## src/rtl/dsi_timing_recovery_pkg.sv

```systemverilog
// -----------------------------------------------------------------------------
// dsi_timing_recovery_pkg
// Shared constants for the DSI receive-side timing recovery block:
//   - PTYPE_* DSI data-type codes used on hdr_type_i
//   - REG_RX_* host register addresses
//   - FSM state encodings
//   - helpers for RGB24 word-count decoding
// -----------------------------------------------------------------------------
package dsi_timing_recovery_pkg;

    // DSI data types
    localparam logic [5:0] PTYPE_VSYNC_START = 6'h01;
    localparam logic [5:0] PTYPE_HSYNC_START = 6'h21;
    localparam logic [5:0] PTYPE_BLANKING    = 6'h19;
    localparam logic [5:0] PTYPE_RGB24       = 6'h3E;

    // Host register map
    localparam logic [3:0] REG_RX_PIXELS    = 4'd0;
    localparam logic [3:0] REG_RX_RGB_LINES = 4'd1;
    localparam logic [3:0] REG_RX_LINES     = 4'd2;
    localparam logic [3:0] REG_RX_STATUS    = 4'd3;
    localparam logic [3:0] REG_RX_CTRL      = 4'd8;

    // Receive FSM states
    localparam logic [1:0] ST_IDLE = 2'd0;
    localparam logic [1:0] ST_RGB  = 2'd1;
    localparam logic [1:0] ST_SKIP = 2'd2;

    localparam logic [15:0] STRAY_MAX = 16'hFFFF;

    // An RGB24 payload is only usable when it holds a whole number of pixels.
    function automatic logic wc_is_rgb_aligned(input logic [15:0] wc);
        return (wc % 16'd3) == 16'd0;
    endfunction

    // Pixels per line from the byte count, truncated to the 12-bit counter width.
    function automatic logic [11:0] wc_to_pixels(input logic [15:0] wc);
        logic [15:0] q;
        q = wc / 16'd3;
        return q[11:0];
    endfunction

endpackage

```

## src/rtl/dsi_timing_recovery_rgb888_unpack.sv

```systemverilog
// -----------------------------------------------------------------------------
// dsi_timing_recovery_rgb888_unpack
// Assembles a payload byte stream into RGB888 pixels. The first byte of each
// triple is R and lands in [23:16].
// Ports:
//   clk_i, rst_i   clock, asynchronous active-high reset
//   clear_i        forces the byte phase back to the first byte of a pixel
//   strobe_i       byte_i carries a payload byte this cycle
//   byte_i         payload byte
//   valid_o        one-cycle pulse: pixel_o holds a new pixel
//   pixel_o        last assembled pixel, held until the next one
// -----------------------------------------------------------------------------
module dsi_timing_recovery_rgb888_unpack (
    input  logic        clk_i,
    input  logic        rst_i,
    input  logic        clear_i,
    input  logic        strobe_i,
    input  logic [7:0]  byte_i,
    output logic        valid_o,
    output logic [23:0] pixel_o
);

    logic [1:0]  phase_q, phase_d;
    logic [7:0]  b0_q, b0_d;
    logic [7:0]  b1_q, b1_d;
    logic [23:0] pix_q, pix_d;
    logic        valid_q, valid_d;

    always_comb begin
        phase_d = phase_q;
        b0_d    = b0_q;
        b1_d    = b1_q;
        pix_d   = pix_q;
        valid_d = 1'b0;
        if (clear_i) begin
            phase_d = 2'd0;
        end else if (strobe_i) begin
            case (phase_q)
                2'd0: begin
                    b0_d    = byte_i;
                    phase_d = 2'd1;
                end
                2'd1: begin
                    b1_d    = byte_i;
                    phase_d = 2'd2;
                end
                default: begin
                    pix_d   = {b0_q, b1_q, byte_i};
                    valid_d = 1'b1;
                    phase_d = 2'd0;
                end
            endcase
        end
    end

    always_ff @(posedge clk_i or posedge rst_i) begin
        if (rst_i) begin
            phase_q <= 2'd0;
            b0_q    <= 8'h00;
            b1_q    <= 8'h00;
            pix_q   <= 24'h000000;
            valid_q <= 1'b0;
        end else begin
            phase_q <= phase_d;
            b0_q    <= b0_d;
            b1_q    <= b1_d;
            pix_q   <= pix_d;
            valid_q <= valid_d;
        end
    end

    assign valid_o = valid_q;
    assign pixel_o = pix_q;

endmodule

```

## src/rtl/dsi_timing_recovery.sv

```systemverilog
// -----------------------------------------------------------------------------
// dsi_timing_recovery
// Rebuilds raster timing (vsync/hsync pulses, display enable, RGB888 pixels)
// from decoded DSI packets and measures frame geometry for the host.
// Ports:
//   clk_i, rst_i                 clock, asynchronous active-high reset
//   hdr_valid_i / hdr_ready_o    header handshake
//   hdr_long_i, hdr_type_i,
//   hdr_wcount_i                 header fields
//   pl_valid_i, pl_data_i        payload byte strobe (no backpressure)
//   pix_valid_o, pix_data_o,
//   pix_de_o, pix_hsync_o,
//   pix_vsync_o                  recovered raster outputs
//   host_a_i, host_d_i,
//   host_wr_i, host_d_o          register port, combinational read
//   dbg_state_o                  current FSM state
//
// Handshake: a header transfers on every cycle where hdr_valid_i and
// hdr_ready_o are both high; upstream must hold the header stable until then.
// Payload bytes have no handshake: each pl_valid_i cycle consumes one byte.
// -----------------------------------------------------------------------------
module dsi_timing_recovery
    import dsi_timing_recovery_pkg::*;
#(
    parameter int g_pixel_width = 24
) (
    input  logic                     clk_i,
    input  logic                     rst_i,
    input  logic                     hdr_valid_i,
    output logic                     hdr_ready_o,
    input  logic                     hdr_long_i,
    input  logic [5:0]               hdr_type_i,
    input  logic [15:0]              hdr_wcount_i,
    input  logic                     pl_valid_i,
    input  logic [7:0]               pl_data_i,
    output logic                     pix_valid_o,
    output logic [g_pixel_width-1:0] pix_data_o,
    output logic                     pix_de_o,
    output logic                     pix_hsync_o,
    output logic                     pix_vsync_o,
    input  logic [3:0]               host_a_i,
    input  logic [31:0]              host_d_i,
    output logic [31:0]              host_d_o,
    input  logic                     host_wr_i,
    output logic [1:0]               dbg_state_o
);

    logic [1:0]  state_q, state_d;
    logic [15:0] bcnt_q, bcnt_d;
    logic [11:0] line_cnt_q, line_cnt_d;
    logic [11:0] rgb_cnt_q, rgb_cnt_d;
    logic [11:0] px_live_q, px_live_d;
    logic [11:0] lines_reg_q, lines_reg_d;
    logic [11:0] rgb_lines_reg_q, rgb_lines_reg_d;
    logic [11:0] pixels_reg_q, pixels_reg_d;
    logic        err_q, err_d;
    logic [15:0] stray_q, stray_d;
    logic        en_q, en_d;
    logic        hsync_q, hsync_d;
    logic        vsync_q, vsync_d;
    // Low only until the first clock after reset so hdr_ready_o is 0 in reset.
    logic        run_q;

    logic        accept;
    logic        unpack_valid;
    logic [23:0] unpack_pixel;
    logic        unused_host_bits;

    assign unused_host_bits = ^host_d_i[31:1];

    assign hdr_ready_o = run_q && (state_q == ST_IDLE);
    assign accept      = hdr_valid_i && hdr_ready_o;

    always_comb begin
        state_d         = state_q;
        bcnt_d          = bcnt_q;
        line_cnt_d      = line_cnt_q;
        rgb_cnt_d       = rgb_cnt_q;
        px_live_d       = px_live_q;
        lines_reg_d     = lines_reg_q;
        rgb_lines_reg_d = rgb_lines_reg_q;
        pixels_reg_d    = pixels_reg_q;
        err_d           = err_q;
        stray_d         = stray_q;
        en_d            = en_q;
        hsync_d         = 1'b0;
        vsync_d         = 1'b0;

        case (state_q)
            ST_IDLE: begin
                if (accept) begin
                    if (!hdr_long_i) begin
                        if (hdr_type_i == PTYPE_VSYNC_START) begin
                            vsync_d = 1'b1;
                            if (en_q) begin
                                lines_reg_d     = line_cnt_q;
                                rgb_lines_reg_d = rgb_cnt_q;
                                pixels_reg_d    = px_live_q;
                                line_cnt_d      = 12'd0;
                                rgb_cnt_d       = 12'd0;
                                px_live_d       = 12'd0;
                            end
                        end else if (hdr_type_i == PTYPE_HSYNC_START) begin
                            hsync_d = 1'b1;
                            if (en_q) begin
                                line_cnt_d = line_cnt_q + 12'd1;
                            end
                        end
                    end else if (hdr_wcount_i != 16'd0) begin
                        // Zero-length long packets carry no payload and stay here.
                        bcnt_d = hdr_wcount_i;
                        if (hdr_type_i == PTYPE_RGB24 && wc_is_rgb_aligned(hdr_wcount_i)) begin
                            state_d = ST_RGB;
                            if (en_q) begin
                                rgb_cnt_d = rgb_cnt_q + 12'd1;
                                px_live_d = wc_to_pixels(hdr_wcount_i);
                            end
                        end else begin
                            if (hdr_type_i == PTYPE_RGB24) begin
                                err_d = 1'b1;
                            end
                            state_d = ST_SKIP;
                        end
                    end
                end
                if (pl_valid_i && en_q && (stray_q != STRAY_MAX)) begin
                    stray_d = stray_q + 16'd1;
                end
            end
            ST_RGB, ST_SKIP: begin
                if (pl_valid_i) begin
                    bcnt_d = bcnt_q - 16'd1;
                    if (bcnt_q == 16'd1) begin
                        state_d = ST_IDLE;
                    end
                end
            end
            default: begin
                state_d = ST_IDLE;
            end
        endcase

        // Host writes take priority over same-cycle status updates.
        if (host_wr_i) begin
            if (host_a_i == REG_RX_STATUS) begin
                err_d   = 1'b0;
                stray_d = 16'd0;
            end else if (host_a_i == REG_RX_CTRL) begin
                en_d = host_d_i[0];
            end
        end
    end

    always_ff @(posedge clk_i or posedge rst_i) begin
        if (rst_i) begin
            state_q         <= ST_IDLE;
            bcnt_q          <= 16'd0;
            line_cnt_q      <= 12'd0;
            rgb_cnt_q       <= 12'd0;
            px_live_q       <= 12'd0;
            lines_reg_q     <= 12'd0;
            rgb_lines_reg_q <= 12'd0;
            pixels_reg_q    <= 12'd0;
            err_q           <= 1'b0;
            stray_q         <= 16'd0;
            en_q            <= 1'b0;
            hsync_q         <= 1'b0;
            vsync_q         <= 1'b0;
            run_q           <= 1'b0;
        end else begin
            state_q         <= state_d;
            bcnt_q          <= bcnt_d;
            line_cnt_q      <= line_cnt_d;
            rgb_cnt_q       <= rgb_cnt_d;
            px_live_q       <= px_live_d;
            lines_reg_q     <= lines_reg_d;
            rgb_lines_reg_q <= rgb_lines_reg_d;
            pixels_reg_q    <= pixels_reg_d;
            err_q           <= err_d;
            stray_q         <= stray_d;
            en_q            <= en_d;
            hsync_q         <= hsync_d;
            vsync_q         <= vsync_d;
            run_q           <= 1'b1;
        end
    end

    // Phase is held clear outside ST_RGB so every RGB payload starts on R.
    dsi_timing_recovery_rgb888_unpack u_unpack (
        .clk_i    (clk_i),
        .rst_i    (rst_i),
        .clear_i  (state_q != ST_RGB),
        .strobe_i (pl_valid_i && (state_q == ST_RGB)),
        .byte_i   (pl_data_i),
        .valid_o  (unpack_valid),
        .pixel_o  (unpack_pixel)
    );

    assign pix_valid_o = en_q && unpack_valid;
    assign pix_data_o  = en_q ? unpack_pixel : '0;
    // The final pixel pulse lands the cycle after the FSM leaves ST_RGB;
    // OR-ing it in keeps DE high through that last pixel.
    assign pix_de_o    = en_q && ((state_q == ST_RGB) || unpack_valid);
    assign pix_hsync_o = en_q && hsync_q;
    assign pix_vsync_o = en_q && vsync_q;
    assign dbg_state_o = state_q;

    always_comb begin
        host_d_o = 32'd0;
        case (host_a_i)
            REG_RX_PIXELS:    host_d_o = {20'd0, pixels_reg_q};
            REG_RX_RGB_LINES: host_d_o = {20'd0, rgb_lines_reg_q};
            REG_RX_LINES:     host_d_o = {20'd0, lines_reg_q};
            REG_RX_STATUS:    host_d_o = {stray_q, 15'd0, err_q};
            REG_RX_CTRL:      host_d_o = {31'd0, en_q};
            default:          host_d_o = 32'd0;
        endcase
    end

endmodule

```

## config.mk

```make
export PLATFORM = sky130hd
export DESIGN_NAME = dsi_timing_recovery
export DESIGN_NICKNAME = d
export VERILOG_FILES = /design/src/rtl/dsi_timing_recovery_pkg.sv /design/src/rtl/dsi_timing_recovery_rgb888_unpack.sv /design/src/rtl/dsi_timing_recovery.sv
export SDC_FILE = /design/constraint.sdc
export NUM_CORES = 1
export LEC_CHECK = 0
export ABC_CLOCK_PERIOD_IN_PS = 9050
export BUFFER_PORTS_ARGS = -buffer_cell sky130_fd_sc_hd__buf_2
export CAP_MARGIN = 20
export CORE_MARGIN = 2
export CORE_UTILIZATION = 25
export CTS_CLUSTER_DIAMETER = 60
export DETAILED_ROUTE_END_ITERATION = 6
export GPL_ROUTABILITY_DRIVEN = 0
export PLACE_DENSITY = 0.44
export RECOVER_POWER = 100
export SYNTH_ARGS = -nofsm -noshare
export SYNTH_HDL_FRONTEND = slang
export SYNTH_SLANG_ARGS = --single-unit
```

## constraint.sdc

```tcl
create_clock -name clk_i -period 9.05 [get_ports clk_i]
set_input_delay 0.905 -clock clk_i [delete_from_list [all_inputs] [get_ports clk_i]]
set_output_delay 0.905 -clock clk_i [all_outputs]
set_load 0.01 [all_outputs]
```

==> impl_metrics.ini, run 1 <==
[outcome]
status = finished with violations
violations = max-capacitance violations, max-slew violations

[cells_and_area]
final_nets = 1188
num-fill-cells = 3979
antenna_cells_inserted = 0
share_of_final_layout_standard_cells_stronger_than_drive_strength_1_pct = 16.1
multiInputGateArea_sq_um = 4980
seq_area_sq_um = 3850
syn2layout_area_growth_pct = 14.6

[timing]
max_slew.worst_pin.slew_ns = 4.48
setup_repair_after_global_routing_missed_its_margin = no
achievable-frequency_ghz = 0.131
timing.max_slew.rel_slack_pct = -200
post-route-period-util_pct = 84.6
final.setup.tns_ns = 0
hold_viol_final = 0
timing.final.max_slew_violations = 255
worst_hold_slack_ns = 0.469
fin_skew_ns = 0.00610
setup_viol_count_final = 0
final_period_minus_worst_setup_slack_ns = 7.66

[pwr]
vdd_drop_max_mv = 0.137
pwr_density_cell_nw_per_um2 = 180
leakage_nw = 4.87

[detailed_routing]
detail_route.vias_per_cell = 4.92
drt_iter0_markers = 478
drt_pre_antenna_iters = 7
routed_wirelength_um = 25700
post_drt_wl_per_cell_um = 16.2
antenna_left = 0
post-route-drc-count = 0
vias = 7815

[yosys]
synthesis.instances = 1044
ys_dominant_reg_cell = dfrtp_1
synth-compound-area-share_pct = 16.7
synthTopCellsByArea = dfrtp_1 (42%), nand2_1 (7.9%), mux2_2 (5.1%)
yosys.cell_types.count = 90
synthesis.area_per_instance_sq_um = 8.89
yosys_warnings = 0
post_synth_fa_ha_maj_area_fraction_pct = 1.21
async_flop_share_pct = 100
combinational_family_with_the_most_area_after_synthesis = simple AND/OR/NAND/NOR gates
synth_top_area_share_pct = 41.5
ys_seq_elements = 154
synth_simple_gate_area_share_pct = 24.9
cell_area_after_technology_mapping_sq_um = 9280
synth.area.mux_share_pct = 8.23
post-synth-top-area-cell = dfrtp_1
synth-xor-area-share_pct = 2.45
synth-edff-count = 0
yosysSeqAreaShare_pct = 41.5

[clocking]
worst_skew_pair.late_latency_ns = 0.42
number_of_buffers_inserted_by_hold_repair_at_cts = 0
clock_tree.root_cell = clkbuf_16
cts.clk_slew.worst_paths_ns = 0.06
cts.htree.levels = 4
cts-buffers-inserted = 17
cts_resized = 0
buffers_from_clock_root_to_sink_at_most = 2
clock_sinks = 154
postCtsSetupRepairBufs = 0
tritoncts_clock_tree = done

[critical_path]
setup.worst_path.start_class = input pin
critical_path_sink_type = register
worst_path_required_ns = 9.39
cp_max_fo = 20
worst-setup-path-type = in -> reg
cp.arrival_ns = 8.00

[global_route]
global_route.usage.total_pct = 13.6
gr-total-overflow = 0
grt_pass1_wl_um = 41800
grt_max_degree = 96
antenna_found_initial = 0
first_global_vias = 7437

[floorplanning]
rows = 70
die_w_um = 197
die_y_um = 197
die-area_sq_um = 38700
initial_core_util_pct = 25.3
top_level_ports = 135
design.core.area_sq_um = 36600

[flow_run]
maxCapViolations = 6

[placement]
io_buffers = 99
hpwl_um = 17700

[min_path]
worst_hold_path_type = reg -> reg
## path summary, 6_finish.rpt
kind / start / endpoint / slack, ns / cells after the start
worst min register to register: px_live_q[7]$_DFFE_PP0P_ / pixels_reg_q[7]$_DFFE_PP0P_ / 0.47 / 2
worst min-delay path: px_live_q[7]$_DFFE_PP0P_ / pixels_reg_q[7]$_DFFE_PP0P_ / 0.47 / 2
max in group asynchronous: rst_i / line_cnt_q[5]$_DFFE_PP0P_ / 2.86 / 3
worst max-delay path: hdr_wcount_i[12] / px_live_q[5]$_DFFE_PP0P_ / 1.39 / 23
worst max register to register: en_q$_DFFE_PP0P_ / pixels_reg_q[9]$_DFFE_PP0P_ / 4.49 / 6
min in group asynchronous: rst_i / u_unpack.pixel_o[3]$_DFFE_PP0P_ / 1.84 / 2
## state kept, by name (all words and copies together), names as in the netlist, 2 cells and up
register          count
bcnt_q               16
dbg_state_o           2
line_cnt_q           12
lines_reg_q          12
pixels_reg_q         12
px_live_q            12
rgb_cnt_q            12
rgb_lines_reg_q      12
stray_q              16
u_unpack.b0_q         8
u_unpack.b1_q         8
u_unpack.phase_q      2
u_unpack.pixel_o     24
## cell usage after synthesis, drive strengths merged, types with 4 or more instances
master and n:
mux2 42, o22ai 12, o211ai 5, o21ai 44
a21oi 57, nor2 56, xnor2 11, and3 15
or3 11, o21a 6, a31oi 10, a222oi 11
buf 18, nor4 11, nor4b 4, and2 57
nor3 18, a22o 6, a2111oi 5, nand4 8
nor2b 6, nand3 38, a22oi 6, xor2 15
clkbuf 50, inv 37, or4 9, o31ai 11
nand2 197, mux2i 29, nand2b 12, dfrtp 154
ha 9
## layer usage
metal / track usage, % / wire length [um]
met3: 2.04 / 732
met1: 19.4 / 13100
met4: 4.04 / 356
met2: 21.4 / 11500
met5: 0 / 0
## cell usage in the layout (no fill, tap or decap), types with 12 or more instances in the layout
cell	instances
nand2_1	195
dfrtp_1	154
buf_2	76
a21oi_1	57
nor2_1	55
and2_0	43
mux2_2	42
o21ai_0	41
nand3_1	37
inv_1	35
clkbuf_1	31
mux2i_1	29
nor3_1	18
clkbuf_16	17
xor2_1	15
and3_1	14
and2_1	13
nand2b_1	12
o22ai_1	12
## through the flow
stage / cell area, sq um / cells / utilization, % / worst slack, ns / power (mW)
after global routing: 10600 / 1587 / 29.0 / 0.617 / 2.05
after global placement: 10200 / 1556 / 27.8 / 1.46 / 1.25
after floorplan: 9290 / 1047 / - / 3.00 / 1.14
after CTS: 10700 / 1587 / 29.4 / 1.88 / 1.96
final: 10600 / 1587 / 29.0 / 1.39 / 1.92
after detailed placement: 10200 / 1556 / 27.8 / 1.43 / 1.26
## power by group
group | total, mW | switching, mW | leakage (nW) | internal, mW
Sequential | 0.791 | 0.0505 | 2.10 | 0.741
Clock | 0.688 | 0.296 | 0.269 | 0.392
Combinational | 0.440 | 0.286 | 2.50 | 0.154
Total | 1.92 | 0.632 | 4.87 | 1.29
## critical path: stages
cell and delay, ns:
buf_2 0.34, xnor2_1 0.21, a211o_1 0.34, a2bb2oi_2 0.30, and2_0 0.48, o21ai_1 0.19
a31oi_1 0.52, a21o_1 0.44, o31ai_1 0.21, o32ai_4 0.36, inv_2 0.10, ha_1 0.22
inv_1 0.14, o311ai_2 0.18, nor2_1 0.32, o21ai_0 0.13, ha_1 0.24, or4_1 0.54
o41ai_2 0.11, a22oi_4 0.23, nor4_1 0.36, clkbuf_1 0.82, mux2i_1 0.28
## final cells by class
class / instances / share of cell area (%)
Sequential cell: 154 / 36.2
Inverter: 37 / 1.32
Tap cell: 468 / 5.51
Clock buffer: 21 / 4.33
Timing Repair Buffer: 109 / 4.88
Multi-Input combinational cell: 788 / 46.8
Clock inverter: 10 / 0.894
## kinds of logic (layout without fill, tap and decap cells)
group | count (synthesis) | in the layout
multiplexers | 71 | 71
buffers and inverters | 105 | 177
XOR/XNOR | 26 | 26
AO/OA/AOI/OAI | 215 | 215
other | 2 | 5
flip-flops | 154 | 154
AND/OR/NAND/NOR | 462 | 462
adder cells (fa/ha/maj) | 9 | 9
Note: power is estimated with default switching activity, not from simulation.
==> inputs of run 2 (changes only) <==
ABC_CLOCK_PERIOD_IN_PS = 7640   (was 9050)
clock period = 7.64 ns   (was 9.05 ns; I/O delays follow)
==> run 2 against run 1 <==
  * The run still ends with max-capacitance violations, max-slew violations left
  * Via count shrank 0.47%
  * Clock skew up 0.00091 ns
  * Clock power increased by 30%
  * Register-to-register slack got worse by 1.1 ns
  * Cell area is 0.82% higher
  * Final cell count grew 0.25%
  * Sequential share of layout area decreased by 0.30 points
  * Utilization up 0.24 points
  * Hold slack better by 0.0055 ns
  * Sequential cell count is the same
  * Non-clock buffer count rose by 3
  * Sequential power up 19%
  * Largest cell class unchanged
==> impl_metrics.ini, run 2 (synthesis results as in run 1) <==
[timing]
max_slew.worst_pin.slew_ns = 3.79
timing.final.max_slew_violations = 184
final.setup.tns_ns = 0
setup_viol_count_final = 0
hold_viol_final = 0
achievable-frequency_ghz = 0.146
setup_repair_after_global_routing_missed_its_margin = no
setup_slack_after_layout_ns = 0.782
worst_hold_slack_ns = 0.474
fin_skew_ns = 0.00702
final_period_minus_worst_setup_slack_ns = 6.86
timing.max_slew.rel_slack_pct = -153
post-route-period-util_pct = 89.8

[clocking]
cts_resized = 0
cts-buffers-inserted = 17
number_of_buffers_inserted_by_hold_repair_at_cts = 0
buffers_from_clock_root_to_sink_at_most = 2
cts.clk_slew.worst_paths_ns = 0.06
clock_tree.root_cell = clkbuf_16
tritoncts_clock_tree = done
worst_skew_pair.late_latency_ns = 0.43
cts.htree.levels = 4
clock_sinks = 154
postCtsSetupRepairBufs = 0

[pwr]
p_int_mw = 1.58
share_clk_of_total_power_pct = 37.9
leakage_nw = 4.91
pwr_density_cell_nw_per_um2 = 220
sw_power_mw = 0.773
vdd_drop_max_mv = 0.174
power.sequential.fraction_pct = 39.9
share_comb_of_total_power_pct = 22.2
switching_share_of_total_power_pct = 32.8

[placement]
placed_cells_incl_taps = 1558
hpwl_um = 17700
io_buffers = 99
preCtsSetupSlack_ns = 0.624
placed_area_sq_um = 10200

[detailed_routing]
drt_pre_antenna_iters = 5
post_drt_wl_per_cell_um = 16.1
detail_route.vias_per_cell = 4.89
drt_iter0_markers = 540
routed_wirelength_um = 25600
vias = 7778
post-route-drc-count = 0
antenna_left = 0

[floorplanning]
die-area_sq_um = 38700
design.core.area_sq_um = 36600
die_y_um = 197
top_level_ports = 135
die_w_um = 197
rows = 70
initial_core_util_pct = 25.3

[global_route]
global_route.usage.total_pct = 13.5
first_global_vias = 7459
grt_max_degree = 108
grt_pass1_wl_um = 41600
antenna_found_initial = 0
gr-total-overflow = 0

[cells_and_area]
final_nets = 1191
antenna_cells_inserted = 0
mostFrequentLayoutCells = nand2_1 (195), dfrtp_1 (154), buf_2 (75), a21oi_1 (57), nor2_1 (54)
syn2layout_area_growth_pct = 15.6
largest_register_ffs = 24
layout_commonest_cell = nand2_1
share_of_final_layout_standard_cells_stronger_than_drive_strength_1_pct = 16.7
stdcell_area_sq_um = 10700
instances_no_fill = 1591
num-fill-cells = 3961

[critical_path]
path_common_cell = ha_1
worst_path_required_ns = 7.97
timing.critical_path.slowest_stage_cell = and2_0
critical_path_sink_type = register
cp.arrival_ns = 7.19
worst-setup-path-type = in -> reg
cp_max_fo = 20
slowest_delay_ns = 0.52
setup.worst_path.start_class = input pin

[outcome]
violations = max-capacitance violations, max-slew violations
status = finished with violations

[min_path]
worst_hold_path_type = reg -> reg

[flow_run]
maxCapViolations = 5
run 2: path summary, 6_finish.rpt:
kind	start	end	slack [ns]	cells past startpoint
setup reg to reg	dbg_state_o[0]$_DFFE_PP0P_	pixels_reg_q[9]$_DFFE_PP0P_	3.44	9
setup / recovery	hdr_wcount_i[12]	rgb_cnt_q[4]$_DFFE_PP0P_	0.78	25
max in group asynchronous	rst_i	pixels_reg_q[4]$_DFFE_PP0P_	1.97	4
hold / removal	px_live_q[11]$_DFFE_PP0P_	pixels_reg_q[11]$_DFFE_PP0P_	0.47	2
hold reg to reg	px_live_q[11]$_DFFE_PP0P_	pixels_reg_q[11]$_DFFE_PP0P_	0.47	2
min in group asynchronous	rst_i	u_unpack.valid_o$_DFF_PP0_	0.79	2
run 2: per-stage QoR:
stage,util (%),power [mW]
6_report,29.3,2.35
4_1_cts,29.5,2.39
3_5_place_dp,27.9,1.49
3_3_place_gp,27.9,1.49
2_1_floorplan,-,1.35
5_1_grt,29.3,2.49
run 2: area by class of cell:
| type | count | area (sq um) | area share, % |
|---|---|---|---|
| clock buffers | 17 | 425 | 3.97 |
| clock inverters | 15 | 186 | 1.74 |
| inverters | 37 | 140 | 1.31 |
| well taps | 468 | 586 | 5.46 |
| flip-flops and latches | 154 | 3850 | 35.9 |
| repair buffers | 112 | 542 | 5.05 |
| multi-input cells | 788 | 4990 | 46.5 |
run 2: power by group through the flow:
stage	combinational [mW]	clock [mW]	sequential [mW]
3_5_place_dp	0.533	0	0.956
5_1_grt	0.593	0.949	0.951
4_1_cts	0.535	0.917	0.940
2_1_floorplan	0.410	0	0.937
6_report	0.522	0.892	0.940
3_3_place_gp	0.530	0	0.955
run 2: per-layer routing:
| metal | track usage (%) | part of all wire [%] | vias to the layer above |
|---|---|---|---|
| met4 | 3.56 | 1.2 | 0 |
| li1 | - | - | 3837 |
| met2 | 21.0 | 45 | 150 |
| met5 | 0 | 0 | - |
| met1 | 19.5 | 51 | 3779 |
| met3 | 2.07 | 3.1 | 12 |
run 2: worst max-delay path, delay by kind of cell:
family / cells / cell delay [ns]
xor+xnor: 1 / 0.20
buf+inv: 4 / 0.81
fa+ha+maj: 2 / 0.48
simple gates: 6 / 1.68
compound gates: 12 / 3.22
